File: src/rtl/alu_pipe.sv
// rtl/alu_pipe.sv - two-stage pipelined saturating ALU with valid/ready handshakes
// Optional N/Z/V flag register is present only when ALU_FLAGS_EN is defined.
module alu_pipe #(
  parameter int WIDTH = 16,
  parameter int SHW   = $clog2(WIDTH)
) (
  input  logic             clk,
  input  logic             rst,
  input  logic             in_valid,
  output logic             in_ready,
  input  logic [3:0]       opcode,
  input  logic [WIDTH-1:0] in1,
  input  logic [WIDTH-1:0] in2,
  output logic             out_valid,
  input  logic             out_ready,
  output logic [WIDTH-1:0] out,
  output logic             flag_n,
  output logic             flag_z,
  output logic             flag_v
);

  localparam int NB = WIDTH / 8;
  localparam int NN = WIDTH / 4;

  logic                 s1_valid;
  logic                 s2_load;
  logic                 s1_load;

  logic                 is_sub;
  logic [WIDTH-1:0]     opb;
  logic [WIDTH-1:0]     sum_c;
  logic [WIDTH-1:0]     shf_c;
  logic [SHW-1:0]       amt;
  logic [SHW:0]         rot_amt;
  logic [NN-1:0][4:0]   pl_c;
  logic [NB-1:0][8:0]   rl_c;

  logic [3:0]           s1_op;
  logic [WIDTH-1:0]     s1_sum;
  logic                 s1_as;
  logic                 s1_bs;
  logic [WIDTH-1:0]     s1_shf;
  logic [WIDTH-1:0]     s1_xor;
  logic [NN-1:0][4:0]   s1_pl;
  logic [NB-1:0][8:0]   s1_rl;

  logic                 ovf;
  logic [WIDTH-1:0]     add_res;
  logic [WIDTH-1:0]     pad_res;
  logic [WIDTH-1:0]     red_sum;
  logic [WIDTH-1:0]     res;

  assign s2_load  = !out_valid || out_ready;
  assign s1_load  = !s1_valid || s2_load;
  assign in_ready = s1_load;

  // SUB feeds ~in2 with carry-in so the sign rule on (in1, ~in2) detects overflow exactly.
  always_comb begin
    is_sub  = (opcode == 4'b0001);
    opb     = is_sub ? ~in2 : in2;
    sum_c   = in1 + opb + {{(WIDTH-1){1'b0}}, is_sub};
    amt     = in2[SHW-1:0];
    rot_amt = (SHW+1)'(WIDTH) - {1'b0, amt};
    case (opcode[1:0])
      2'b00:   shf_c = in1 << amt;
      2'b01:   shf_c = $signed(in1) >>> amt;
      default: shf_c = (in1 >> amt) | (in1 << rot_amt);
    endcase
    pl_c = '0;
    for (int i = 0; i < NN; i++) begin
      pl_c[i] = {in1[4*i+3], in1[4*i +: 4]} + {in2[4*i+3], in2[4*i +: 4]};
    end
    rl_c = '0;
    for (int i = 0; i < NB; i++) begin
      rl_c[i] = {in1[8*i+7], in1[8*i +: 8]} + {in2[8*i+7], in2[8*i +: 8]};
    end
  end

  always_ff @(posedge clk) begin
    if (in_valid && s1_load) begin
      s1_op  <= opcode;
      s1_sum <= sum_c;
      s1_as  <= in1[WIDTH-1];
      s1_bs  <= opb[WIDTH-1];
      s1_shf <= shf_c;
      s1_xor <= in1 ^ in2;
      s1_pl  <= pl_c;
      s1_rl  <= rl_c;
    end
  end

  always_comb begin
    ovf = (s1_as == s1_bs) && (s1_sum[WIDTH-1] != s1_as);
    if (ovf) begin
      add_res = s1_as ? {1'b1, {(WIDTH-1){1'b0}}} : {1'b0, {(WIDTH-1){1'b1}}};
    end else begin
      add_res = s1_sum;
    end
    pad_res = '0;
    for (int i = 0; i < NN; i++) begin
      if (s1_pl[i][4] != s1_pl[i][3]) begin
        pad_res[4*i +: 4] = s1_pl[i][4] ? 4'h8 : 4'h7;
      end else begin
        pad_res[4*i +: 4] = s1_pl[i][3:0];
      end
    end
    red_sum = '0;
    for (int i = 0; i < NB; i++) begin
      red_sum = red_sum + {{(WIDTH-9){s1_rl[i][8]}}, s1_rl[i]};
    end
    casez (s1_op)
      4'b000?, 4'b10??: res = add_res;
      4'b0010, 4'b11??: res = s1_xor;
      4'b0011:          res = red_sum;
      4'b0111:          res = pad_res;
      default:          res = s1_shf;
    endcase
  end

  always_ff @(posedge clk) begin
    if (rst) begin
      s1_valid  <= 1'b0;
      out_valid <= 1'b0;
      out       <= '0;
    end else begin
      if (s1_load) s1_valid <= in_valid;
      if (s2_load) out_valid <= s1_valid;
      if (s2_load && s1_valid) out <= res;
    end
  end

`ifdef ALU_FLAGS_EN
  logic p_wnv, p_wz, p_n, p_z, p_v;
  logic f_n, f_z, f_v;

  // Pending flags travel with the result and commit only when it is consumed.
  always_ff @(posedge clk) begin
    if (s2_load && s1_valid) begin
      p_wnv <= (s1_op[3:1] == 3'b000);
      p_wz  <= (s1_op[3:1] == 3'b000) || (s1_op == 4'b0010) || (s1_op == 4'b0100) ||
               (s1_op == 4'b0101) || (s1_op == 4'b0110);
      p_n   <= res[WIDTH-1];
      p_z   <= (res == '0);
      p_v   <= ovf;
    end
  end

  always_ff @(posedge clk) begin
    if (rst) begin
      f_n <= 1'b0;
      f_z <= 1'b0;
      f_v <= 1'b0;
    end else if (out_valid && out_ready) begin
      if (p_wnv) begin
        f_n <= p_n;
        f_v <= p_v;
      end
      if (p_wz) f_z <= p_z;
    end
  end

  assign flag_n = f_n;
  assign flag_z = f_z;
  assign flag_v = f_v;
`else
  assign flag_n = 1'b0;
  assign flag_z = 1'b0;
  assign flag_v = 1'b0;
`endif

endmodule
File: config.mk
export PLATFORM = sky130hd
export DESIGN_NAME = alu_pipe
export DESIGN_NICKNAME = d
export VERILOG_FILES = /design/src/rtl/alu_pipe.sv
export SDC_FILE = /design/constraint.sdc
export NUM_CORES = 1
export LEC_CHECK = 0
export CAP_MARGIN = 5
export CORE_UTILIZATION = 30
export CTS_BUF_LIST = sky130_fd_sc_hd__clkbuf_8
export DETAILED_ROUTE_END_ITERATION = 10
export PLACE_DENSITY = 0.45
export SKIP_CTS_REPAIR_TIMING = 1
export SYNTH_ARGS = -nofsm -noshare
export SYNTH_HDL_FRONTEND = slang
export SYNTH_SLANG_ARGS = --single-unit
File: constraint.sdc
create_clock -name clk -period 4.3 [get_ports clk]
set_input_delay 0.86 -clock clk [delete_from_list [all_inputs] [get_ports clk]]
set_output_delay 0.86 -clock clk [all_outputs]
set_load 0.1 [all_outputs]
==> run summary, run 1 <==
The number of pins exceeding their max-slew limit in the final report is 0, and the post-route non-filler standard cell count is 1356. The logs give 624 for the number of DRC violations after detailed-routing iteration 0 and 30.7% for the initial core utilization. During synthesis, Yosys emitted a total of 0 warnings. After detailed routing, the number of remaining DRC violations is 0. Total number of H-tree levels: 3.

The tree built by TritonCTS fans out to 97 sinks. The worst pin sits at a relative slew slack of 26.9%. The sort of element at the start of the critical path is a primary input. The arrival time at the worst endpoint was 4.02 ns; the final cell utilization of the core was 35.4%.

Largest area contributor in the netlist: sky130_fd_sc_hd__edfxtp_1. Number of cells on the worst reg-to-reg path: 7. The number of antenna violations at the first check in global routing was 1; the data required time of the worst path was 4.54 ns.

Summing the areas of all and, or, nand and nor instances in the mapped netlist gives 14.9% of the synthesized area. By area the synthesized netlist is led by sky130_fd_sc_hd__edfxtp_1, sky130_fd_sc_hd__ha_1, sky130_fd_sc_hd__mux2i_1, sky130_fd_sc_hd__dfxtp_1, sky130_fd_sc_hd__nand2_1. By area, the combinational part of the netlist is dominated by compound AO/OA/AOI/OAI gates. The placer's final routability congestion estimate was 0.887. In this run the register-to-register setup slack is 1.68 ns. The longest clock path from root to sink contains 2 buffers. For the worst-skew pair, the clock arrives at the later sink with an insertion delay of 0.39 ns. The count of nets left with antenna violations once routing finished came out at 0. The most common cell after layout, fill and taps aside was sky130_fd_sc_hd__nand2_1. Layout-stage area growth over the synthesis result: 15.3%. From left edge to right edge, the die measures 169 µm. Clock tree synthesis selected as its root buffer the cell sky130_fd_sc_hd__clkbuf_8. In this run the critical register-to-register path is captured at out[14]$_SDFFE_PP0P_. The tools report the cell row count as 60. The share of post-route cells with drive strength above 1 was 9.04%. The period utilization was 87.9%; the per-cell via count in the routed design was 5.44.

TritonCTS built the clock tree. The number of flops mapped to enable cells by yosys works out to 79. In the synthesized netlist, mux cells make up 9.56% of the area. Counting distinct cell types in the post-synthesis netlist gives 80. For the pin with the worst max-slew slack, the measured transition is 1.10 ns. The clock transition at the register clock pins on the worst setup and hold paths after CTS was 0.11 ns. The worst setup path startpoint was opcode[1].

The fraction of synthesis flops using an asynchronous set or reset pin was 0%; the peak clock frequency supported by timing was 265 MHz. The full die area is 28400 µm², and the synthesized-area fraction occupied by adder cells is 8.93%. The antenna diode count is 0. Of all nets on the critical path, the largest fanout is 17.

The maximum resistive drop on vdd is 0.000131 V, and the count of buffers inserted at the top-level ports is 57. After synthesis the cells add up to 8330 µm². The detailed-routing iteration count for the pre-antenna-repair pass was 5; the final critical delay including setup and external delays was 3.78 ns. The share of the yosys chip area belonging to registers is 32.8%, and the share of the synthesized netlist area taken by xor and xnor gates is 5.15%.

After technology mapping, the gate count stands at 930. The top cell types in the final layout, fill and taps aside, are sky130_fd_sc_hd__nand2_1, sky130_fd_sc_hd__nor2_1, sky130_fd_sc_hd__edfxtp_1, sky130_fd_sc_hd__a21oi_1, sky130_fd_sc_hd__clkdlybuf4s50_1. The net count of the finished layout is 1074. Start-to-end type of the worst setup path: primary input to register. The run gives 29.0 mm as the routed wire length. During I/O placement, the number of pins put on the boundary was 61. The detail-routed net length per standard cell is 21.4 µm. STA classifies the critical path endpoint as a register. In this run the power density over the cells is 313 nW/µm². The worst reg2reg path startpoint was s1_pl[13]$_DFFE_PP_. The number of placed instances with taps included is 1340. The critical path capture point was s1_sum[14]$_DFFE_PP_. The vertical extent of the die was 169 µm. The number of global-route vias before repair was 7026. In the synthesized netlist the dominant register cell turns out to be sky130_fd_sc_hd__edfxtp_1. The tightest min-delay check is of the register to register type. Between clock sinks in the finished design, the worst skew comes to 0.0189 ns. For the count of endpoints failing hold in the final timing report, the log shows 0. The flow ran to the end, and the final reports show no timing, DRC or antenna violations. After synthesis the netlist holds a flip-flop and latch count of 97. Hold timing on the final database bottoms out at a slack of 0.498 ns.

After global routing the overflow that remains totals 0. The logs give 20.8% for the total global-route track usage and 80 for the maximum number of pins on one net before global-route repair. Each instance of the synthesized netlist takes up on average 8.95 µm². The reported leakage power was 0.00367 µW. Clock tree synthesis inserted a total of 9 buffers. Summed over all failing endpoints, the final setup total negative slack is 0 ns. Summed over its instances, the top area cell type makes up 28.5% of the synthesized netlist area. Counting the fill cells in the layout gives 2802.

Setup repair after global routing left no endpoint under its margin. The HPWL after detailed placement is 22.3 mm. The final route contains 7375 vias. The first-pass GRT wire length is 44.2 mm, and the synthesized-area fraction occupied by ao, oa, aoi and oai cells is 23.3%. The final setup violation count is 0.

The logs give 0 for the count of max-cap constraint violations and 27100 µm² for the core region area.
## metrics by stage
stage / power [µW] / worst slack (ns) / area, µm²
2_1_floorplan: 2020 / 0.267 / 8330
3_3_place_gp: 2410 / 0.143 / 9400
3_5_place_dp: 2410 / 0.100 / 9400
4_1_cts: 3010 / 0.512 / 9600
5_1_grt: 3170 / 0.247 / 9600
6_report: 3010 / 0.520 / 9600
## worst max-delay path, cell delays in order
cell and delay [ns]:
sky130_fd_sc_hd__clkdlybuf4s50_1 0.42, sky130_fd_sc_hd__or4b_1 0.53, sky130_fd_sc_hd__buf_4 0.26, sky130_fd_sc_hd__xnor2_1 0.17
sky130_fd_sc_hd__ha_1 0.33, sky130_fd_sc_hd__a21oi_1 0.20, sky130_fd_sc_hd__a21boi_0 0.11, sky130_fd_sc_hd__a311oi_1 0.46
sky130_fd_sc_hd__o21ai_1 0.15, sky130_fd_sc_hd__a2111o_1 0.42, sky130_fd_sc_hd__o211ai_1 0.09
## synth_stat cells (13+ instances only)
master and number:
sky130_fd_sc_hd__a211oi_1 16, sky130_fd_sc_hd__a21o_1 13, sky130_fd_sc_hd__a21oi_1 61, sky130_fd_sc_hd__buf_2 16, sky130_fd_sc_hd__clkbuf_1 32, sky130_fd_sc_hd__dfxtp_1 18, sky130_fd_sc_hd__edfxtp_1 79, sky130_fd_sc_hd__ha_1 49
sky130_fd_sc_hd__inv_1 41, sky130_fd_sc_hd__mux2i_1 39, sky130_fd_sc_hd__mux4_2 13, sky130_fd_sc_hd__nand2_1 91, sky130_fd_sc_hd__nand2b_1 14, sky130_fd_sc_hd__nand3_1 17, sky130_fd_sc_hd__nor2_1 84, sky130_fd_sc_hd__nor2b_1 15
sky130_fd_sc_hd__nor3_1 21, sky130_fd_sc_hd__o211ai_1 15, sky130_fd_sc_hd__o21ai_0 36, sky130_fd_sc_hd__o21ai_1 28, sky130_fd_sc_hd__o22ai_1 14, sky130_fd_sc_hd__xnor2_1 37
## routing by layer
layer  track usage, %  up-vias  part of all wire, %  wire (µm)
met5                0        -                0.045         13
met4             6.56        2                  2.5        712
met3             3.95       40                  5.8       1680
met2             30.7      266                   42      12100
met1             30.4     3501                   50      14500
li1                 -     3566                    -          -
## sequential cells by signal, indices dropped and copies added (netlist names)
name,count
s1_xor,16
s1_as,1
out,16
out_valid,1
s1_shf,16
s1_rl,10
s1_op,4
s1_pl,16
s1_bs,1
s1_valid,1
s1_sum,15
## area by class of cell
cell class                      instances  area (µm²)  area share [%]
Clock buffer                            9         124            1.29
Inverter                               46         173            1.80
Multi-Input combinational cell        731        5170            53.8
Clock inverter                          7        76.3           0.795
Timing Repair Buffer                   94         861            8.97
Sequential cell                        97        2730            28.5
Tap cell                              372         465            4.85
## worst min-delay path by stage
stage          cells after the start                     end                  start
2_1_floorplan                      2  out_valid$_SDFFE_PP0P_  s1_valid$_SDFFE_PP0N_
5_1_grt                            2     out[3]$_SDFFE_PP0P_    out[3]$_SDFFE_PP0P_
3_3_place_gp                       2     out[2]$_SDFFE_PP0P_    out[2]$_SDFFE_PP0P_
4_1_cts                            2     out[3]$_SDFFE_PP0P_    out[3]$_SDFFE_PP0P_
3_5_place_dp                       2     out[3]$_SDFFE_PP0P_    out[3]$_SDFFE_PP0P_
6_report                           2     out[3]$_SDFFE_PP0P_    out[3]$_SDFFE_PP0P_
## cell families after synthesis
family | count (synthesis)
and+or+nand+nor | 272
DFF | 97
AOI/OAI and AO/OA | 289
adders and majority gates | 56
other | 1
muxes | 62
xor gates and xnor gates | 49
buffers and inverters | 104
## power breakdown
part           switching [µW]  internal, µW  total (µW)
Sequential               63.7          1150        1220
Clock                     379           227         607
Combinational             743           441        1180
Total                    1190          1820        3010
Note: power is estimated with default switching activity, not from simulation.
==> run 2, diff against run 1 <==
Settings changed: CAP_MARGIN 5 to 0.
==> results of run 2 <==
Same layout as run 1: the final DEF is identical, and so are final timing and power.
